**config.mk**
```make
export PLATFORM = sky130hd
export DESIGN_NAME = rom_dl_bridge
export DESIGN_NICKNAME = d
export VERILOG_FILES = /design/src/rtl/rom_dl_pkg.sv /design/src/rtl/rom_dl_fifo.sv /design/src/rtl/rom_dl_bridge.sv
export SDC_FILE = /design/constraint.sdc
export NUM_CORES = 1
export LEC_CHECK = 0
export BUFFER_PORTS_ARGS = -buffer_cell sky130_fd_sc_hd__clkbuf_2
export CELL_PAD_IN_SITES_DETAIL_PLACEMENT = 1
export CELL_PAD_IN_SITES_GLOBAL_PLACEMENT = 1
export CORE_MARGIN = 10
export CORE_UTILIZATION = 48
export CTS_CLUSTER_DIAMETER = 200
export DETAILED_ROUTE_END_ITERATION = 10
export PLACE_DENSITY = 0.91
export SLEW_MARGIN = 20
export SYNTH_ARGS = -nofsm -noshare
export SYNTH_HDL_FRONTEND = slang
export SYNTH_SLANG_ARGS = --single-unit
export TNS_END_PERCENT = 50
```
**constraint.sdc**
```tcl
create_clock -name clk_sys -period 3.8 [get_ports clk_sys]
set_clock_uncertainty 0.05 [all_clocks]
set_input_delay 0.76 -clock clk_sys [delete_from_list [all_inputs] [get_ports clk_sys]]
set_output_delay 0.76 -clock clk_sys [all_outputs]
set_load 0.03 [all_outputs]
```
**src/rtl/rom_dl_pkg.sv**
```systemverilog
// Shared types and defaults for the ROM download bridge.
// Holds the dispatcher state encoding, the queued byte entry and the tile-ROM base.
package rom_dl_pkg;

    localparam logic [24:0] TILE_BASE_DEF = 25'h40000;

    typedef enum logic [1:0] {
        ST_IDLE  = 2'd0,
        ST_ISSUE = 2'd1,
        ST_WAIT  = 2'd2
    } dl_state_t;

    typedef struct packed {
        logic [24:0] addr;
        logic [7:0]  data;
    } dl_entry_t;

endpackage

```
**src/rtl/rom_dl_fifo.sv**
```systemverilog
// Circular byte FIFO, 1-cycle push-to-head latency, head visible combinationally.
// Push on full is refused unless a pop happens in the same cycle; accept_o reports it.
module rom_dl_fifo
    import rom_dl_pkg::*;
#(
    parameter int DEPTH = 4
) (
    input  logic      clk_i,
    input  logic      rst_ni,
    input  logic      push_i,
    input  dl_entry_t push_dat_i,
    input  logic      pop_i,
    output logic      accept_o,
    output logic      full_o,
    output logic      empty_o,
    output dl_entry_t head_dat_o
);

    localparam int          PW      = $clog2(DEPTH);
    localparam logic [PW:0] PTR_ONE = (PW + 1)'(1);

    dl_entry_t   mem_q [DEPTH];
    logic [PW:0] wptr_q;
    logic [PW:0] rptr_q;
    logic        do_pop;

    assign empty_o    = (wptr_q == rptr_q);
    assign full_o     = (wptr_q[PW] != rptr_q[PW]) && (wptr_q[PW-1:0] == rptr_q[PW-1:0]);
    assign do_pop     = pop_i && !empty_o;
    assign accept_o   = push_i && (!full_o || do_pop);
    assign head_dat_o = mem_q[rptr_q[PW-1:0]];

    always_ff @(posedge clk_i or negedge rst_ni) begin
        if (!rst_ni) begin
            wptr_q <= '0;
            rptr_q <= '0;
        end else begin
            if (accept_o) wptr_q <= wptr_q + PTR_ONE;
            if (do_pop)   rptr_q <= rptr_q + PTR_ONE;
        end
    end

    // Storage needs no reset: an entry is only read after it has been written.
    always_ff @(posedge clk_i) begin
        if (accept_o) mem_q[wptr_q[PW-1:0]] <= push_dat_i;
    end

endmodule

```
**src/rtl/rom_dl_bridge.sv**
```systemverilog
// ROM download to SDRAM toggle-port bridge; strobe->FIFO 2 cycles, pop->req toggle 2 cycles.
// Bytes queue while SDRAM withholds ack, dropped (overflow) when full; ROM_DL_CHECKSUM_EN adds a byte sum.
module rom_dl_bridge
    import rom_dl_pkg::*;
#(
    parameter logic [24:0] TILE_BASE  = TILE_BASE_DEF,
    parameter int          FIFO_DEPTH = 4
) (
    input  logic        clk_sys,
    input  logic        reset_n,
    input  logic        ioctl_downl,
    input  logic        ioctl_wr,
    input  logic [24:0] ioctl_addr,
    input  logic [7:0]  ioctl_dout,
    output logic        port1_req,
    input  logic        port1_ack,
    output logic [22:0] port1_a,
    output logic [1:0]  port1_ds,
    output logic [15:0] port1_d,
    output logic        port2_req,
    input  logic        port2_ack,
    output logic [22:0] port2_a,
    output logic [1:0]  port2_ds,
    output logic [15:0] port2_d,
    output logic        busy,
    output logic        overflow,
    output logic        rom_loaded,
    output logic [15:0] checksum
);

    dl_state_t   state_q, state_d;
    logic        wr_q, wr_qq, downl_q, downl_qq;
    logic [24:0] addr_q;
    logic [7:0]  dout_q;
    logic        overflow_q, overflow_d, end_seen_q, end_seen_d, rom_loaded_q, rom_loaded_d;
    logic        sel_q;
    logic [22:0] wa_q;
    logic [1:0]  ds_q;
    logic [7:0]  dat_q;
    logic        p1_req_q, p2_req_q;
    logic [22:0] p1_a_q, p2_a_q;
    logic [1:0]  p1_ds_q, p2_ds_q;
    logic [15:0] p1_d_q, p2_d_q;

    logic        strobe, dl_rise, dl_fall, accept, full, empty, pop, issue, ack_match;
    logic        sel_tile;
    logic [23:0] eff_addr;
    dl_entry_t   push_dat, head_dat;

    assign strobe   = wr_q && !wr_qq && downl_q;
    assign dl_rise  = downl_q && !downl_qq;
    assign dl_fall  = !downl_q && downl_qq;
    assign push_dat = '{addr: addr_q, data: dout_q};

    rom_dl_fifo #(.DEPTH(FIFO_DEPTH)) u_fifo (
        .clk_i      (clk_sys),
        .rst_ni     (reset_n),
        .push_i     (strobe),
        .push_dat_i (push_dat),
        .pop_i      (pop),
        .accept_o   (accept),
        .full_o     (full),
        .empty_o    (empty),
        .head_dat_o (head_dat)
    );

    // Tile bytes are rebased so port2 addresses start at zero.
    assign sel_tile = (head_dat.addr >= TILE_BASE);
    assign eff_addr = sel_tile ? 24'(head_dat.addr - TILE_BASE) : head_dat.addr[23:0];
    assign ack_match = sel_q ? (port2_ack == p2_req_q) : (port1_ack == p1_req_q);

    always_ff @(posedge clk_sys or negedge reset_n) begin
        if (!reset_n) state_q <= ST_IDLE;
        else          state_q <= state_d;
    end

    always_comb begin
        state_d = state_q;
        case (state_q)
            ST_IDLE:  if (!empty)   state_d = ST_ISSUE;
            ST_ISSUE:               state_d = ST_WAIT;
            ST_WAIT:  if (ack_match) state_d = ST_IDLE;
            default:                state_d = ST_IDLE;
        endcase
    end

    always_comb begin
        pop   = 1'b0;
        issue = 1'b0;
        case (state_q)
            ST_IDLE:  pop   = !empty;
            ST_ISSUE: issue = 1'b1;
            default:  ;
        endcase
    end

    assign overflow_d   = (overflow_q && !dl_rise) || (strobe && !accept);
    assign end_seen_d   = (end_seen_q && !dl_rise) || dl_fall;
    assign rom_loaded_d = rom_loaded_q || (end_seen_q && empty && state_q == ST_IDLE);

    always_ff @(posedge clk_sys or negedge reset_n) begin
        if (!reset_n) begin
            wr_q <= 1'b0;  wr_qq <= 1'b0;  downl_q <= 1'b0;  downl_qq <= 1'b0;
            addr_q <= '0;  dout_q <= '0;
            overflow_q <= 1'b0;  end_seen_q <= 1'b0;  rom_loaded_q <= 1'b0;
            sel_q <= 1'b0;  wa_q <= '0;  ds_q <= '0;  dat_q <= '0;
            p1_req_q <= 1'b0;  p1_a_q <= '0;  p1_ds_q <= '0;  p1_d_q <= '0;
            p2_req_q <= 1'b0;  p2_a_q <= '0;  p2_ds_q <= '0;  p2_d_q <= '0;
        end else begin
            wr_q     <= ioctl_wr;
            wr_qq    <= wr_q;
            downl_q  <= ioctl_downl;
            downl_qq <= downl_q;
            addr_q   <= ioctl_addr;
            dout_q   <= ioctl_dout;
            overflow_q   <= overflow_d;
            end_seen_q   <= end_seen_d;
            rom_loaded_q <= rom_loaded_d;
            if (pop) begin
                sel_q <= sel_tile;
                wa_q  <= eff_addr[23:1];
                ds_q  <= {eff_addr[0], ~eff_addr[0]};
                dat_q <= head_dat.data;
            end
            if (issue) begin
                if (sel_q) begin
                    p2_a_q <= wa_q;  p2_ds_q <= ds_q;  p2_d_q <= {dat_q, dat_q};
                    p2_req_q <= ~p2_req_q;
                end else begin
                    p1_a_q <= wa_q;  p1_ds_q <= ds_q;  p1_d_q <= {dat_q, dat_q};
                    p1_req_q <= ~p1_req_q;
                end
            end
        end
    end

`ifdef ROM_DL_CHECKSUM_EN
    logic [15:0] csum_q, csum_d;
    assign csum_d = (dl_rise ? 16'h0000 : csum_q) + (accept ? {8'h00, dout_q} : 16'h0000);
    always_ff @(posedge clk_sys or negedge reset_n) begin
        if (!reset_n) csum_q <= '0;
        else          csum_q <= csum_d;
    end
    assign checksum = csum_q;
`else
    assign checksum = 16'h0000;
`endif

    assign port1_req  = p1_req_q;
    assign port1_a    = p1_a_q;
    assign port1_ds   = p1_ds_q;
    assign port1_d    = p1_d_q;
    assign port2_req  = p2_req_q;
    assign port2_a    = p2_a_q;
    assign port2_ds   = p2_ds_q;
    assign port2_d    = p2_d_q;
    assign busy       = !empty || (state_q != ST_IDLE);
    assign overflow   = overflow_q;
    assign rom_loaded = rom_loaded_q;

endmodule
```
# ---- After elaboration in Yosys (flattened, before gate mapping)
# Memories as Yosys holds them, arrays and structs flattened.
# Index checks and enable logic that the tools add are counted.
dict set report totals {
  register_bits 166
  ram_bits 132
  input_bits 39
  output_inout_bits 103
  word_cells 80
  memories 1
}
# name depth word_bits read_ports rd_clocked_by_memory_dff wr line_no
set mem_list {}
lappend mem_list {u_fifo.mem_q 4 33 1 0 1 rom_dl_fifo.sv:22} ;# dl_entry_t mem_q [DEPTH];
dict set report op_classes {
  add_sub_neg 3
  order_cmp 1
  n_eq_ne 9
  n_mux 9
  bitwise 4
  n_reduce_logical 29
}
# operator count
set op_table {}
lappend op_table {{25-bit by 19-bit greater-or-equal comparator with 1-bit output, second input constant} 1}
lappend op_table {{24-bit 2-to-1 mux} 1}
lappend op_table {{24-bit by 19-bit subtractor with 24-bit output, second input constant} 1}
lappend op_table {{1-bit logical AND} 12}
lappend op_table {{1-bit zero test} 7}
lappend op_table {{3-bit by 1-bit adder with 3-bit output, second input constant} 2}
lappend op_table {{2-bit case mux with 3 select lines} 1}
lappend op_table {{2-bit AND reduction} 3}
lappend op_table {{1-bit logical OR} 5}
lappend op_table {{1-bit 2-to-1 mux} 5}
lappend op_table {{2-bit 2-to-1 mux} 2}
lappend op_table {{2-bit != test, second input constant} 2}
lappend op_table {{1-bit inverter} 4}
lappend op_table {{3-bit equality test} 1}
lappend op_table {{1-bit equality test} 2}
lappend op_table {{2-bit by 1-bit equality test with 1-bit output, second input constant} 1}
lappend op_table {{2-bit equality test} 1}
lappend op_table {{2-bit equality test, second input constant} 1}
lappend op_table {{2-bit zero test} 1}
lappend op_table {{2-bit nonzero test} 1}
lappend op_table {{1-bit != test} 1}

# ---- Longest topological paths before layout
# Gate-level depths: netlist of the first run.
dict set report logic_depth {
  word_depth 9
  depth_mapped 9
  ltp_nobuf 6
}

# ---- Cells and area by module
# From an unflattened synthesis of the first run, not the netlist that was laid out.
dict set report hier_totals {
  cells_unflattened 608
  hier_area_um2 10550.1
}
# mod instances cells_per_inst area_each_um2
set by_module_without_submodules {}
lappend by_module_without_submodules {rom_dl_bridge 1 391 5328.9}
lappend by_module_without_submodules {rom_dl_fifo 1 217 5221.3}

# ---- Worst setup path after synthesis of the first run
# Ideal clock, no wire load.
dict set report synth_path {
  path_type {flip-flop to flip-flop}
  from {reg u_fifo.rptr_q[0]}
  to {mem u_fifo.mem_q[3][0] in the netlist's numbering (enable)}
  setup_ps 395
  arrival_time_ps 2230
  t_required_ps 3355
  slack_ps 1126
  path_stages_with_launch 6
  period_less_slack_ps 2674
  cell_sequence {dfrtp_1 buf_6 buf_2 xnor2_1 a41oi_1 and2_1}
}
dict set report synth_between {
  elab_chain_len 8
  word_cells_on_any_way 11
}
# element line_no
set synth_rtl {}
lappend synth_rtl {{from (decl)} rom_dl_fifo.sv:24} ;# logic [PW:0] rptr_q;
lappend synth_rtl {{from (signal assigned)} rom_dl_fifo.sv:39} ;# if (do_pop) rptr_q <= rptr_q + PTR_ONE;
lappend synth_rtl {{3-bit equality test} rom_dl_fifo.sv:27} ;# assign empty_o = (wptr_q == rptr_q);
lappend synth_rtl {{1-bit zero test} {rom_dl_fifo.sv:29, rom_dl_bridge.sv:91}}
lappend synth_rtl {{1-bit 2-to-1 mux} rom_dl_bridge.sv:90} ;# case (state_q)
lappend synth_rtl {{1-bit logical AND} rom_dl_fifo.sv:29} ;# assign do_pop = pop_i && !empty_o;
lappend synth_rtl {{1-bit logical OR *} rom_dl_fifo.sv:30} ;# assign accept_o = push_i && (!full_o || do_pop);
lappend synth_rtl {{1-bit logical AND *} rom_dl_fifo.sv:30}
lappend synth_rtl {{1-bit 2-to-1 mux *} rom_dl_fifo.sv:45} ;# if (accept_o) mem_q[wptr_q[PW-1:0]] <= push_dat_i;
lappend synth_rtl {{1-bit 2-to-1 mux (not written as such) *} rom_dl_fifo.sv:45}
lappend synth_rtl {{to (decl)} rom_dl_fifo.sv:22}
# Every way passes the cells marked *; elsewhere a longest branch is shown, timed or not.

# ---- Final worst setup path of the first run
dict set report layout_path {
  from {reg u_fifo.rptr_q[0]}
  to {reg sel_q}
}
dict set report layout_between {
  elab_chain_len 3
  word_cells_on_any_way 5
}
# element line_no
set layout_rtl {}
lappend layout_rtl {{parallel branches: the longest is 3 deep, another holds memory read 4 x 33 bit} n/a}
lappend layout_rtl {{to (signal assigned)} rom_dl_bridge.sv:120} ;# sel_q <= sel_tile;
lappend layout_rtl {{to (decl)} rom_dl_bridge.sv:36} ;# logic sel_q;
# Parallel ways; which one is timed is not known.
# A chain may end at the register's enable or synchronous reset.

==> run metrics, run 1 <==
#FFs+latches synth=282; CP Max Fanout=30; row cnt=53; hold buffers post-CTS=0; GRT overflow=0; period utilization=0.728; vias in the first global route=6,284; Nets=765; Worst Max-Slew Pin Slew=1.09 ns; number of vias per cell=5.35; PwrDens=902 nW/um2; Syn Area/Cell=17.5 um2; Synth top area share=0.383; fill cell count=1,982; Total Routing Usage GR=0.170; largest net degree at the start of global routing=93; final setup vio count=0; crit path kind=register to register; Total Power Consumption=0.0109 W; CTS H-tree depth=1; crit end category=register; Fin Setup TNS=0 ns; worst path required time=4.13 ns; crit path DAT=3.10 ns; Ys Warns=0; Worst-path clk slew=0.07 ns; post-layout util=0.569; status=completed; post-CTS setup buffers=0; HPWL Detailed=15,600 um; Final Hold Viols=0; post_cts resized=0; Fmax=362 MHz; synthesis-to-layout area growth=16.2%; CTS root buf=clkbuf_16; RePlAce Congestion=0.774; HP Class=primary input to asynchronous set/reset pin; Slowest cell on crit path=mux4_2; RSZ-0062 raised after global routing=false; Synth area leaders=edfxtp_1, dfrtp_1, mux2_2; Worst slew margin=0.270; Distinct cells, synth=37; cell taking the most area after synthesis=edfxtp_1; WP buf/inv=1; Starting Density=0.490; Hold WS=0.193 ns; worst reg-to-reg setup slack=1.03 ns; register area share after synthesis=0.745; startpoint types=register; Die ar.=27,900 um2; Core ar.=21,200 um2; Worst-Skew Late Latency=0.53 ns; Tmin final=2.77 ns; DIE HEIGHT=167 um; layout cell share with drive strength beyond 1=0.380; IO buf count=125; CTS tree=done; 1st-pass router iterations=4; Worst path max stage delay=0.63 ns; antenna violations before repair=0; worst path cell trace=buf_4, mux4_2, or3_1, nor2_1, o21ai_0; DRT iter0 DRCs=243; Ports=142; antenna-violating nets left=0; clk sink count=282; placed cells=965; mapped cell area=10,400 um2; IR drop worst, VDD=401 uV; residual DRC count=0; Mapped Cells=592; final cell count without fillers=1,017; CTS max path bufs=3; # diodes=0; Pins Over Slew Limit=0; total routed wirelength=23,900 um; Max Cap Violations=0; Routed WL per cell=23.5 um; via count=5,444; CTS Buf Count=28; Die W=167 um; crit-path leading delay family=simple AND/OR/NAND/NOR gates; cell leakage power=5.02 nW; global-route wire length before repair=38,000 um
[flip-flops by register name, summed over array words and instances (netlist names), 23 cells and up]
signal	count
port1_a	23
wa_q	23
addr_q	25
u_fifo.mem_q	132
port2_a	23
[report_power, final]
group          internal (W)  switching [W]  total (W)
registers           0.00392       0.000546    0.00446
clock network       0.00151        0.00112    0.00263
logic               0.00137        0.00240    0.00377
[cells by family after synthesis]
family / share of synthesized area
adder cells (fa/ha/maj): 0.00821
AO/OA/AOI/OAI: 0.0120
flip-flops: 0.745
multiplexers: 0.143
XOR/XNOR: 0.0110
buffers and inverters: 0.0345
AND/OR/NAND/NOR: 0.0456
other: 0.000362
[worst register-to-register path: stages (launching register included)]
cell and delay, ns:
dfrtp_2 0.49, buf_4 0.58, mux4_2 0.63, or3_1 0.44
nor2_1 0.29, o21ai_0 0.15
[layout make-up]
type	count	area, um2	area share
repair buffers	136	714	0.0594
multi-input cells	264	2350	0.195
well taps	275	344	0.0286
clock buffers	38	779	0.0648
inverters	8	30.0	0.00249
clock inverters	14	100	0.00832
flip-flops and latches	282	7720	0.641
[path summary, 6_finish.rpt]
path	from	to	cells past startpoint
worst min register to register	wr_q	wr_qq	0
worst max register to register	u_fifo.rptr_q[0]	sel_q	5
worst max-delay path	u_fifo.rptr_q[0]	sel_q	5
worst min-delay path	reset_n	wa_q[14]	1
min in group clk_sys	ioctl_addr[18]	addr_q[18]	1
max in group asynchronous	reset_n	wa_q[19]	2
[metrics by stage]
step | setup WS (ns) | cell area [um2]
after floorplan | 1.13 | 10400
after global placement | 1.20 | 11200
after detailed placement | 1.03 | 11200
after CTS | 0.995 | 12000
after global routing | 0.830 | 12000
final | 1.03 | 12000
[cells in the mapped netlist]
cell type and number:
and2_1 5, nor2_1 8, or4_4 1, clkinv_1 1, or4b_1 1, o21bai_1 1, a21oi_1 1, o31ai_1 4
or2_2 1, ha_1 6, clkbuf_1 14, a41oi_1 1, buf_1 5, edfxtp_1 132, nand4b_1 1, nand2b_1 4
buf_2 1, mux2_2 66, conb_1 1, or3_1 1, o21ai_0 6, nor3b_1 1, inv_1 7, dfrtp_1 150
a31o_2 1, xor2_1 4, buf_4 32, nand3b_1 2, mux4_2 33, buf_6 1, maj3_1 1, a21o_1 1
nand4_1 1, o211ai_1 1, nand2_1 84, a31oi_1 3, xnor2_1 9
[metal layers]
layer | up-vias | wire length (um) | track usage
met5 | - | 0 | 0
met4 | 0 | 336 | 0.0367
met3 | 30 | 1270 | 0.0346
met2 | 172 | 12500 | 0.301
met1 | 2896 | 9850 | 0.210
li1 | 2346 | - | -
[placed cells by master, fill, tap and decap left out, types with 2 or more instances in the layout]
cell,netlist,layout
nand2_1,84,84
xor2_1,4,4
xnor2_1,9,9
nand2b_1,4,4
ha_1,6,6
mux4_2,33,33
clkbuf_8,0,2
dfrtp_1,150,149
clkinv_1,1,4
and2_1,5,5
edfxtp_1,132,132
clkbuf_16,0,29
clkbuf_1,14,7
o31ai_1,4,4
a31oi_1,3,3
mux2_2,66,66
clkinv_2,0,8
nor2_1,8,7
nand3b_1,2,2
o21ai_0,6,6
inv_1,7,7
clkbuf_2,0,124
conb_1,1,16
buf_4,32,11
(Power assumes the default switching activity.)
==> inputs of run 2 (changes only) <==
Settings changed: ABC_AREA set to 1, CORE_UTILIZATION 48 to 46.
Clock period 3.8 ns to 2.9 ns, I/O delays scaled along.
==> run 2 against run 1 <==
Sequential power is 25% higher. Register-to-register slack worse by 0.47 ns. Sequential share of layout area is 1.7 points lower. Critical path type is now register to output port. Largest power group unchanged. Final cell count is 28% higher.
==> run metrics, run 2 <==
Worst path max stage delay=0.50 ns (-0.13 ns); Total Routing Usage GR=0.171 (+0.00108); final setup vio count=0 (unchanged); Flop pwr share=0.385 (-0.026); Post-synth EDFFs=132 (unchanged); hold buffers post-CTS=0 (unchanged); status=completed; CTS tree=done; crit path DAT=1.83 ns (-1.27 ns); Distinct cells, synth=35 (-5.4%); 1st-pass router iterations=5 (+1); PwrDens=1170 nW/um2 (+29%); Post-Synth Adder-Cell Area=0.00793 (-0.000278); number of vias per cell=5.18 (-3.1%); DIE HEIGHT=173 um (+3.5%); post-CTS setup buffers=0 (unchanged); Routed WL per cell=20.0 um (-15%); register area share after synthesis=0.720 (-0.0252); period utilization=0.849; # diodes=0 (unchanged); Die ar.=29,800 um2 (+7.0%); Synth top area share=0.370 (-0.0129); Ports=142 (unchanged); Fmax=406 MHz; Post-Synth XOR/XNOR Area=0.00898 (-0.00201); Pins Over Slew Limit=0 (unchanged); Core ar.=22,800 um2 (+7.7%); CP Max Fanout=12 (-60%); RSZ-0062 raised after global routing=false; Mapped Cells=861 (+45%); Die W=173 um (+3.5%); DRT iter0 DRCs=594 (+140%); via count=6,771 (+24%); RePlAce Congestion=0.777 (+0.47%); global-route wire length before repair=41,700 um (+9.7%); HP Class=primary input to asynchronous set/reset pin; largest family of logic cells by synthesized area=simple AND/OR/NAND/NOR gates; Pint=0.00861 W (+27%); max reg flops=132 (unchanged); cell taking the most area after synthesis=edfxtp_1; mux contribution to synthesized area=0 (-0.143); fill cell count=2,359 (+19%); Most used DFF post-synth=dfrtp_1; Total Power Consumption=0.0144 W (+33%); Nets=1,016 (+33%); top cells by count, synth=dfrtp_1, nand2_1, edfxtp_1; count leader, synth=dfrtp_1; async set-reset flop share out of synthesis=0.532 (unchanged); cell leakage power=5.29 nW (+5.5%); Fin Setup TNS=0 ns (unchanged); most common cell after layout, fill and taps aside=dfrtp_1; Post-Synth Simple-Gate Area=0.105 (+0.0589); worst path cell trace=xor2_1, a21oi_2, nand3_1, clkbuf_2; crit path kind=register to output port; Worst Max-Slew Pin Slew=0.698 ns (-0.394 ns); area of the multi-input gates=2380 um2 (+1.1%); power share of the clock group=0.250 (+0.008); GRT met2 Usage=0.284 (-0.0165); Switching Power=0.00582 W (+43%); Slowest cell on crit path=dfrtp_2; complex-gate fraction of the synthesized area=0.0926 (+0.0807); met1 Use GR=0.217 (+0.00756); crit path launch=u_fifo.rptr_q[0]; total routed wirelength=26,100 um (+9.1%); Worst-path clk slew=0.06 ns (about the same); Ys Warns=0 (unchanged); CTS Buf Count=28 (unchanged); row cnt=55 (+3.8%); Setup WS pre-CTS=0.720 ns (-0.307 ns); GRT overflow=0 (unchanged); Synth area leaders=edfxtp_1, dfrtp_1, o21ai_0; Starting Density=0.471 (-0.0190); Syn Area/Cell=12.5 um2 (-29%); Tmin final=2.46 ns; worst reg-to-reg setup slack=0.56 ns (-0.47 ns); largest net degree at the start of global routing=71 (-24%); CTS root buf=clkbuf_16; commonest cells after routing, fill and taps aside=dfrtp_1, nand2_1, edfxtp_1; IR drop worst, VDD=489 uV (+22%); Reg-to-Reg End=wa_q[3]; antenna violations before repair=0 (unchanged); post_cts resized=0 (unchanged); fin worst setup slack=0.437 ns (-0.597 ns); crit end category=output port; CTS max path bufs=3 (unchanged); worst path required time=2.27 ns (-1.86 ns); crit-path leading delay family=flip-flops; HPWL Detailed=17,300 um (+11%); startpoint types=register; mapped cell area=10,700 um2 (+3.5%); Final Hold Viols=0 (unchanged); antenna-violating nets left=0 (unchanged); residual DRC count=0 (unchanged); Max Cap Violations=0 (unchanged); most used routing layer=met2; clk sink count=282 (unchanged); Seq. cell area=7720 um2 (unchanged); CTS H-tree depth=1 (unchanged); met3 usage=0.0396 (+0.00505); RR Startpoint=u_fifo.rptr_q[0]; Comb power frac=0.365 (+0.018); Worst-Skew Late Latency=0.53 ns (about the same); vias in the first global route=7,451 (+19%); Worst slew margin=0.534 (+0.264); WP buf/inv=1 (unchanged); Reg2Reg Depth=6 (+1); switching power share of the total=0.403 (+0.0287); IO buf count=125 (unchanged); #FFs+latches synth=282 (unchanged); synthesis-to-layout area growth=15.2%; layout cell share with drive strength beyond 1=0.231 (-0.149)
## run 2: worst max-delay path by stage
stage | end | slack [ns] | depth (start not counted)
3_3_place_gp | u_fifo.mem_q[2][14] | 0.86 | 6
2_1_floorplan | u_fifo.mem_q[3][0] | 0.08 | 7
4_1_cts | busy | 0.42 | 4
3_5_place_dp | dat_q[3] | 0.72 | 6
5_1_grt | busy | 0.35 | 5
6_report | busy | 0.44 | 4
## run 2: power by group through the flow
stage	clock network [W]	registers, W	logic, W
floorplan	0	0.00626	0.00326
global placement	0	0.00556	0.00490
detailed placement	0	0.00562	0.00523
CTS	0.00367	0.00556	0.00532
global route	0.00386	0.00565	0.00578
finish	0.00361	0.00556	0.00527
## run 2: metrics by stage
stage	utilization	instance area (um2)	hold slack [ns]	std cells
floorplan	-	10800	0.234	876
global placement	0.502	11400	0.317	1254
detailed placement	0.502	11400	0.323	1254
CTS	0.543	12400	0.0369	1306
global route	0.543	12400	0.0563	1306
finish	0.543	12400	0.0115	1306
## run 2: layout make-up
type,count,area share
clock inverters,14,0.0118
repair buffers,139,0.0606
multi-input cells,469,0.192
clock buffers,38,0.0631
inverters,51,0.0160
flip-flops and latches,282,0.625
well taps,313,0.0317
## run 2: cells by family (layout without fill, tap and decap cells)
logic type,after synthesis,in the layout
xor+xnor,11,11
fa+ha+maj,7,7
compound gates,181,181
other cells,1,16
simple gates,254,254
flops,282,282
buf+inv,125,242
## run 2: per-layer routing
metal | vias to the layer above | wire length (um) | part of all wire
met3 | 44 | 1710 | 0.065
li1 | 3090 | - | -
met1 | 3414 | 11100 | 0.43
met5 | - | 0 | 0
met4 | 0 | 538 | 0.021
met2 | 223 | 12700 | 0.49
